<file path="src/rtl/sdram_host_bridge_pkg.sv">
// -----------------------------------------------------------------------------
// sdram_host_bridge_pkg
//   Shared definitions for the SDRAM host bridge: FSM state encoding and the
//   default geometry / watchdog values used by the top level and its FIFO.
// -----------------------------------------------------------------------------
package sdram_host_bridge_pkg;

    localparam int MPB_FIFO_DEPTH  = 8;
    localparam int MPB_AW          = 20;
    localparam int MPB_DW          = 16;
    localparam int MPB_TIMEOUT_CYC = 255;

    typedef enum logic [2:0] {
        ST_IDLE    = 3'd0,
        ST_SETUP   = 3'd1,
        ST_STROBE  = 3'd2,
        ST_HOLD    = 3'd3,
        ST_RECOVER = 3'd4
    } mpb_state_e;

endpackage

</file>
<file path="src/rtl/sdram_host_bridge_fifo.sv">
// -----------------------------------------------------------------------------
// sdram_host_bridge_fifo
//   Synchronous posted-write FIFO.
//   Entries are stored as {addx, wdata}.
//   Pointers carry one extra wrap bit, so full and empty can be told apart
//   without a separate counter.
// Ports
//   i_clk, i_rst_n   clock, asynchronous active-low reset
//   i_push, i_din    write an entry (ignored when full)
//   i_pop            drop the head entry (ignored when empty)
//   o_dout           head entry (combinational read)
//   o_full, o_empty  status flags, derived from the registered pointers
//   o_level          occupancy, 0..DEPTH
// -----------------------------------------------------------------------------
module sdram_host_bridge_fifo
    import sdram_host_bridge_pkg::*;
#(
    parameter  int DEPTH = MPB_FIFO_DEPTH,
    parameter  int W     = MPB_AW + MPB_DW,
    localparam int PW    = $clog2(DEPTH) + 1
) (
    input  logic          i_clk,
    input  logic          i_rst_n,
    input  logic          i_push,
    input  logic [W-1:0]  i_din,
    input  logic          i_pop,
    output logic [W-1:0]  o_dout,
    output logic          o_full,
    output logic          o_empty,
    output logic [PW-1:0] o_level
);

    logic [W-1:0]  r_mem [DEPTH];
    logic [PW-1:0] r_wptr;
    logic [PW-1:0] r_rptr;
    logic          w_push;
    logic          w_pop;

    assign o_full  = (r_wptr[PW-1] != r_rptr[PW-1]) && (r_wptr[PW-2:0] == r_rptr[PW-2:0]);
    assign o_empty = (r_wptr == r_rptr);
    assign o_level = r_wptr - r_rptr;
    assign o_dout  = r_mem[r_rptr[PW-2:0]];

    assign w_push  = i_push && !o_full;
    assign w_pop   = i_pop && !o_empty;

    always_ff @(posedge i_clk or negedge i_rst_n) begin
        if (!i_rst_n) begin
            r_wptr <= '0;
            r_rptr <= '0;
        end else begin
            if (w_push) r_wptr <= r_wptr + 1'b1;
            if (w_pop)  r_rptr <= r_rptr + 1'b1;
        end
    end

    // Storage needs no reset: an entry is only read after it has been written.
    always_ff @(posedge i_clk) begin
        if (w_push) r_mem[r_wptr[PW-2:0]] <= i_din;
    end

endmodule

</file>
<file path="src/rtl/sdram_host_bridge.sv">
// -----------------------------------------------------------------------------
// sdram_host_bridge
//   Upstream stage of the SDRAM wrapper.
//   Host writes are posted into a FIFO and replayed as mp_* bus cycles:
//     IDLE -> SETUP -> STROBE -> HOLD -> RECOVER
//   Each cycle is paced by sdram_busy_l.
//   A read is issued only after the FIFO has drained, which keeps host order.
// Ports
//   sys_clk, sys_rst_l          clock, asynchronous active-low reset
//   h_req/h_we/h_addx/h_wdata   host request; accepted when h_req & h_ready
//   h_ready                     !fifo_full & !rd_pend
//   h_rdata/h_rvalid            read return (1-cycle pulse)
//   h_err                       watchdog timeout pulse
//   wfifo_level                 posted-write occupancy
//   mp_addx/mp_data_out/mp_data_oe/mp_cs_l/mp_wr_l/mp_rd_l
//                               registered controller interface
//   mp_data_in                  read data from the controller
//   sdram_busy_l                controller busy, active-low
// Configuration
//   MPB_TIMEOUT_EN  When defined, a strobe watchdog of TIMEOUT_CYC cycles
//                   aborts the mp cycle. When undefined, the FSM waits
//                   indefinitely and h_err is tied to 0.
// -----------------------------------------------------------------------------
module sdram_host_bridge
    import sdram_host_bridge_pkg::*;
#(
    parameter  int FIFO_DEPTH  = MPB_FIFO_DEPTH,
    parameter  int AW          = MPB_AW,
    parameter  int DW          = MPB_DW,
    parameter  int TIMEOUT_CYC = MPB_TIMEOUT_CYC,
    localparam int LW          = $clog2(FIFO_DEPTH) + 1
) (
    input  logic          sys_clk,
    input  logic          sys_rst_l,
    input  logic          h_req,
    input  logic          h_we,
    input  logic [AW-1:0] h_addx,
    input  logic [DW-1:0] h_wdata,
    output logic          h_ready,
    output logic [DW-1:0] h_rdata,
    output logic          h_rvalid,
    output logic          h_err,
    output logic [LW-1:0] wfifo_level,
    output logic [AW-1:0] mp_addx,
    output logic [DW-1:0] mp_data_out,
    output logic          mp_data_oe,
    input  logic [DW-1:0] mp_data_in,
    output logic          mp_cs_l,
    output logic          mp_wr_l,
    output logic          mp_rd_l,
    input  logic          sdram_busy_l
);

    mpb_state_e      r_state;
    logic            r_rd_pend;
    logic [AW-1:0]   r_rd_addx;
    logic            r_is_rd;
    logic [AW-1:0]   r_mp_addx;
    logic [DW-1:0]   r_mp_data_out;
    logic            r_mp_data_oe;
    logic            r_mp_cs_l;
    logic            r_mp_wr_l;
    logic            r_mp_rd_l;
    logic [DW-1:0]   r_h_rdata;
    logic            r_h_rvalid;

    logic [AW+DW-1:0] w_fifo_dout;
    logic             w_fifo_full;
    logic             w_fifo_empty;
    logic             w_acc;
    logic             w_push;
    logic             w_pop;
    logic             w_tmo;
    logic             w_end;

    assign h_ready = !w_fifo_full && !r_rd_pend;
    assign w_acc   = h_req && h_ready;
    assign w_push  = w_acc && h_we;
    assign w_pop   = (r_state == ST_IDLE) && !w_fifo_empty;

    sdram_host_bridge_fifo #(
        .DEPTH (FIFO_DEPTH),
        .W     (AW + DW)
    ) u_fifo (
        .i_clk   (sys_clk),
        .i_rst_n (sys_rst_l),
        .i_push  (w_push),
        .i_din   ({h_addx, h_wdata}),
        .i_pop   (w_pop),
        .o_dout  (w_fifo_dout),
        .o_full  (w_fifo_full),
        .o_empty (w_fifo_empty),
        .o_level (wfifo_level)
    );

`ifdef MPB_TIMEOUT_EN
    localparam int TW = $clog2(TIMEOUT_CYC + 1);
    logic [TW-1:0] r_tmo_cnt;
    logic          r_h_err;

    // The counter is 0 on the first STROBE cycle.
    // The abort therefore lands exactly TIMEOUT_CYC cycles after the strobes
    // go low.
    assign w_tmo = (r_state == ST_STROBE || r_state == ST_HOLD) &&
                   (r_tmo_cnt == TW'(TIMEOUT_CYC - 1));
    assign h_err = r_h_err;

    always_ff @(posedge sys_clk or negedge sys_rst_l) begin
        if (!sys_rst_l) begin
            r_tmo_cnt <= '0;
            r_h_err   <= 1'b0;
        end else begin
            r_h_err <= w_tmo;
            if (r_state == ST_STROBE || r_state == ST_HOLD) r_tmo_cnt <= r_tmo_cnt + 1'b1;
            else                                           r_tmo_cnt <= '0;
        end
    end
`else
    logic w_unused_tmo;
    assign w_unused_tmo = (TIMEOUT_CYC != 0);
    assign w_tmo        = 1'b0;
    assign h_err        = 1'b0;
`endif

    // The cycle ends normally when busy is released in HOLD.
    // It also ends early when the watchdog fires.
    assign w_end = ((r_state == ST_HOLD) && sdram_busy_l) || w_tmo;

    always_ff @(posedge sys_clk or negedge sys_rst_l) begin
        if (!sys_rst_l) begin
            r_state       <= ST_IDLE;
            r_rd_pend     <= 1'b0;
            r_rd_addx     <= '0;
            r_is_rd       <= 1'b0;
            r_mp_addx     <= '0;
            r_mp_data_out <= '0;
            r_mp_data_oe  <= 1'b0;
            r_mp_cs_l     <= 1'b1;
            r_mp_wr_l     <= 1'b1;
            r_mp_rd_l     <= 1'b1;
            r_h_rdata     <= '0;
            r_h_rvalid    <= 1'b0;
        end else begin
            r_h_rvalid <= 1'b0;
            if (w_acc && !h_we) begin
                r_rd_pend <= 1'b1;
                r_rd_addx <= h_addx;
            end
            case (r_state)
                ST_IDLE: begin
                    if (!w_fifo_empty) begin
                        r_mp_addx     <= w_fifo_dout[AW+DW-1:DW];
                        r_mp_data_out <= w_fifo_dout[DW-1:0];
                        r_mp_data_oe  <= 1'b1;
                        r_is_rd       <= 1'b0;
                        r_state       <= ST_SETUP;
                    end else if (r_rd_pend) begin
                        r_mp_addx <= r_rd_addx;
                        r_is_rd   <= 1'b1;
                        r_state   <= ST_SETUP;
                    end
                end
                ST_SETUP: begin
                    r_mp_cs_l <= 1'b0;
                    if (r_is_rd) r_mp_rd_l <= 1'b0;
                    else         r_mp_wr_l <= 1'b0;
                    r_state <= ST_STROBE;
                end
                ST_STROBE, ST_HOLD: begin
                    if (w_end) begin
                        r_mp_cs_l    <= 1'b1;
                        r_mp_wr_l    <= 1'b1;
                        r_mp_rd_l    <= 1'b1;
                        r_mp_data_oe <= 1'b0;
                        if (r_is_rd) begin
                            r_h_rvalid <= 1'b1;
                            r_h_rdata  <= w_tmo ? '0 : mp_data_in;
                            r_rd_pend  <= 1'b0;
                        end
                        r_state <= ST_RECOVER;
                    end else if (r_state == ST_STROBE && !sdram_busy_l) begin
                        r_state <= ST_HOLD;
                    end
                end
                ST_RECOVER: r_state <= ST_IDLE;
                default:    r_state <= ST_IDLE;
            endcase
        end
    end

    assign mp_addx     = r_mp_addx;
    assign mp_data_out = r_mp_data_out;
    assign mp_data_oe  = r_mp_data_oe;
    assign mp_cs_l     = r_mp_cs_l;
    assign mp_wr_l     = r_mp_wr_l;
    assign mp_rd_l     = r_mp_rd_l;
    assign h_rdata     = r_h_rdata;
    assign h_rvalid    = r_h_rvalid;

endmodule
</file>
<file path="config.mk">
export PLATFORM = sky130hd
export DESIGN_NAME = sdram_host_bridge
export DESIGN_NICKNAME = d
export VERILOG_FILES = /design/src/rtl/sdram_host_bridge_pkg.sv /design/src/rtl/sdram_host_bridge_fifo.sv /design/src/rtl/sdram_host_bridge.sv
export SDC_FILE = /design/constraint.sdc
export NUM_CORES = 1
export LEC_CHECK = 0
export ABC_CLOCK_PERIOD_IN_PS = 15100
export BUFFER_PORTS_ARGS = -buffer_cell sky130_fd_sc_hd__buf_2
export CAP_MARGIN = 0
export CORE_AREA = 2 2 159 161
export CTS_BUF_LIST = sky130_fd_sc_hd__clkbuf_4 sky130_fd_sc_hd__clkbuf_8
export DETAILED_ROUTE_END_ITERATION = 8
export DIE_AREA = 0 0 161 163
export PLACE_DENSITY = 0.81
export REMOVE_ABC_BUFFERS = 1
export SETUP_SLACK_MARGIN = 0.05
export SYNTH_ARGS = -nofsm -noshare
export SYNTH_HDL_FRONTEND = slang
export SYNTH_SLANG_ARGS = --single-unit
</file>
<file path="constraint.sdc">
create_clock -name sys_clk -period 15.1 [get_ports sys_clk]
set_input_delay 3.02 -clock sys_clk [delete_from_list [all_inputs] [get_ports sys_clk]]
set_output_delay 3.02 -clock sys_clk [all_outputs]
set_load 0.01 [all_outputs]
</file>
==> flow_summary.ini <==
[status]
status = finished clean

[critical_path]
crit_arrival_ps = 2830
critPathBufInv = 2
max_stage_delay_ps = 1140
rrSetupSlack_ps = 11510
path_class = flip-flop to output port
slowest_stage = dfrtp_4
end_kind = output port
critical_path.max_fanout = 75
cp_cell_sequence = inv_1 -> ha_1 -> and3_1 -> a21oi_2 -> buf_2
path_delay_family = flip-flops
cp.required_ps = 12080
cp-start-kind = flip-flop

[synth]
avgSynthCellArea_um2 = 20.45
synth.distinct_cells = 46
synth-seq-cells = 378
synth_area_leaders = edfxtp_1 (60%), dfrtp_1 (15%), mux4_2 (11%)
synthCells = 707
yosys.area.top_type = edfxtp_1
yosysWarnings = 0
yosysSeqAreaShare = 0.7542
synth_edf_count = 288
synth_top_area_frac = 0.5982
async_flop_share = 0.2381
synth_area_um2 = 14460
synthFlopType = edfxtp_1

[power_and_ir_drop]
comb_power_share = 0.268
p_leak_nw = 6.162
power_switching_uw = 920.2
power_mw = 3.110
power.density_nw_per_um2 = 186.4
vdd_drop_max_uv = 117.8
internal-power_mw = 2.189
clkPwrFrac = 0.276
swShare = 0.2959
seqPwrFrac = 0.456

[timing]
min_period_over_period = 0.3875
tightest_slew_ps = 1209
finalSetupViolCount = 0
fin_skew_ps = 14.00
maxSlewViolCount = 0
hold_viol_final = 0
rsz0062_at_grt = no
max_freq_ghz = 0.1709
post-route-min-period_ps = 5852
slew_headroom = 0.1942
fin_tns_setup_ps = 0

[cells_and_area]
layout_commonest_cell = edfxtp_1
design_area_um2 = 16680
final_util = 0.6761
nets = 926
layout.cells.non_filler = 1242
n_fill_cell = 1591
area_growth_syn_to_layout_pct = 15.39
drive_gt1_frac = 0.3989
final_cell_mix = edfxtp_1 (288), buf_2 (117), dfrtp_1 (84), mux4_2 (72), clkbuf_8 (65)

[clocking]
cts_setup_buffers = 0
cts_buffer_depth = 3
worstSkewPairLatency_ps = 590
cts_tree = yes
h-tree-depth = 2
clkTransAtPathRegs_ps = 60
cts_root_buf = clkbuf_8
cts_hold_buf = 0
cts_made_buffers = 56
cts_resized = 0
clock-sinks = 378

[grt]
grt-ovfl-total = 0
grt_max_degree = 76
antenna_found_initial = 0
grt_usage = 0.2134
grt_pass1_vias = 7514
grt_pass1_wl_um = 42130

[floorplan]
std_cell_rows = 58
die_h_um = 163
design.core.area_um2 = 24670
dieArea_um2 = 26240
start_util = 0.5860
fp.dieW_um = 161
ios = 120

[route]
wirelength_um = 27220
viasPerCell = 5.754
first_iter_violations = 568
drt_pre_antenna_iters = 4
route.detailed.drc = 0
ant_nets = 0
dr_total_vias = 7146
wire_per_inst_um = 21.92

[placement]
place_area_um2 = 15460
port_buffers = 118
dp.cells = 1135
gp_congestion = 0.8039
hpwl_um = 15630

[job]
drv_cap = 0

[worst_hold_path]
min_path_type = flip-flop to flip-flop
-- cells by family after synthesis --
family,share of synthesized area
muxes,0.1708
buffers and inverters,0.01532
other,0.0002594
AOI/OAI and AO/OA,0.03046
DFF,0.7542
xor gates and xnor gates,0.006058
and+or+nand+nor,0.01714
adders and majority gates,0.005712
-- worst min-delay path: cells and delay by family, from the launching register on --
kind | cells | cell delay, ps
DFF | 1 | 340
AOI/OAI and AO/OA | 1 | 60
and+or+nand+nor | 1 | 40
-- cells in the mapped netlist, types with 2 or more instances --
cell and instances:
edfxtp_1 288, dfrtp_1 87, mux4_2 72, o21ai_0 40, mux2i_1 36, nand2_1 22
a22oi_1 20, mux2_4 19, mux2_2 18, buf_2 15, clkbuf_1 11, nor2_1 9
inv_1 8, xnor2_1 8, buf_4 5, ha_1 5, nor3_1 4, a21oi_1 3
buf_6 3, dfstp_2 3, nand2b_1 3, nand3_1 2, nand4_1 2, xor2_1 2
-- power groups by stage --
stage / registers (mW) / logic, mW / clock network (mW)
6_report: 1.42 / 0.833 / 0.860
5_1_grt: 1.44 / 0.912 / 0.919
4_1_cts: 1.42 / 0.846 / 0.878
3_5_place_dp: 1.43 / 0.843 / 0
3_3_place_gp: 1.43 / 0.822 / 0
2_1_floorplan: 1.47 / 0.521 / 0
-- per-stage QoR --
stage / hold WS, ps / setup WS, ps
after floorplan: 481.1 / 7151
after global placement: 459.6 / 9837
after detailed placement: 468.9 / 9838
after CTS: 483.3 / 9178
after global routing: 508.2 / 9111
final: 477.7 / 9248
-- final timing paths --
kind,depth (start not counted),end,start
setup / recovery,5,h_ready,u_fifo.r_rptr[2]
hold / removal,2,mp_data_out[4],mp_data_out[4]
setup reg to reg,7,u_fifo.r_mem[4][11],u_fifo.r_rptr[2]
hold reg to reg,2,mp_data_out[4],mp_data_out[4]
max in group asynchronous,2,u_fifo.r_rptr[2],sys_rst_l
min in group asynchronous,1,mp_addx[15],sys_rst_l
-- cell type report --
class | count | area (um^2) | area share
Sequential cell | 378 | 10910 | 0.6542
Multi-Input combinational cell | 286 | 3406 | 0.2042
Clock buffer | 92 | 1097 | 0.06578
Timing Repair Buffer | 132 | 698.2 | 0.04185
Tap cell | 330 | 412.9 | 0.02475
Clock inverter | 13 | 116.4 | 0.006975
Inverter | 9 | 33.78 | 0.002025
Antenna cell | 2 | 5.005 | 0.0003000
-- sequential cells by signal, summed over array words and instances, names as in the netlist, 3 cells and up --
name and count:
h_rdata 16, mp_addx 20, mp_data_out 16, r_rd_addx 20, r_state 3, u_fifo.r_mem 288, u_fifo.r_rptr 4, u_fifo.r_wptr 4
-- routing by layer --
layer / vias up / wire (um) / track usage
met5: - / 0 / 0
met4: 0 / 517 / 0.06940
met3: 46 / 1788 / 0.04431
met2: 262 / 13520 / 0.3566
met1: 3686 / 11390 / 0.2870
li1: 3152 / - / -
Power figures use the tool's default switching activity.
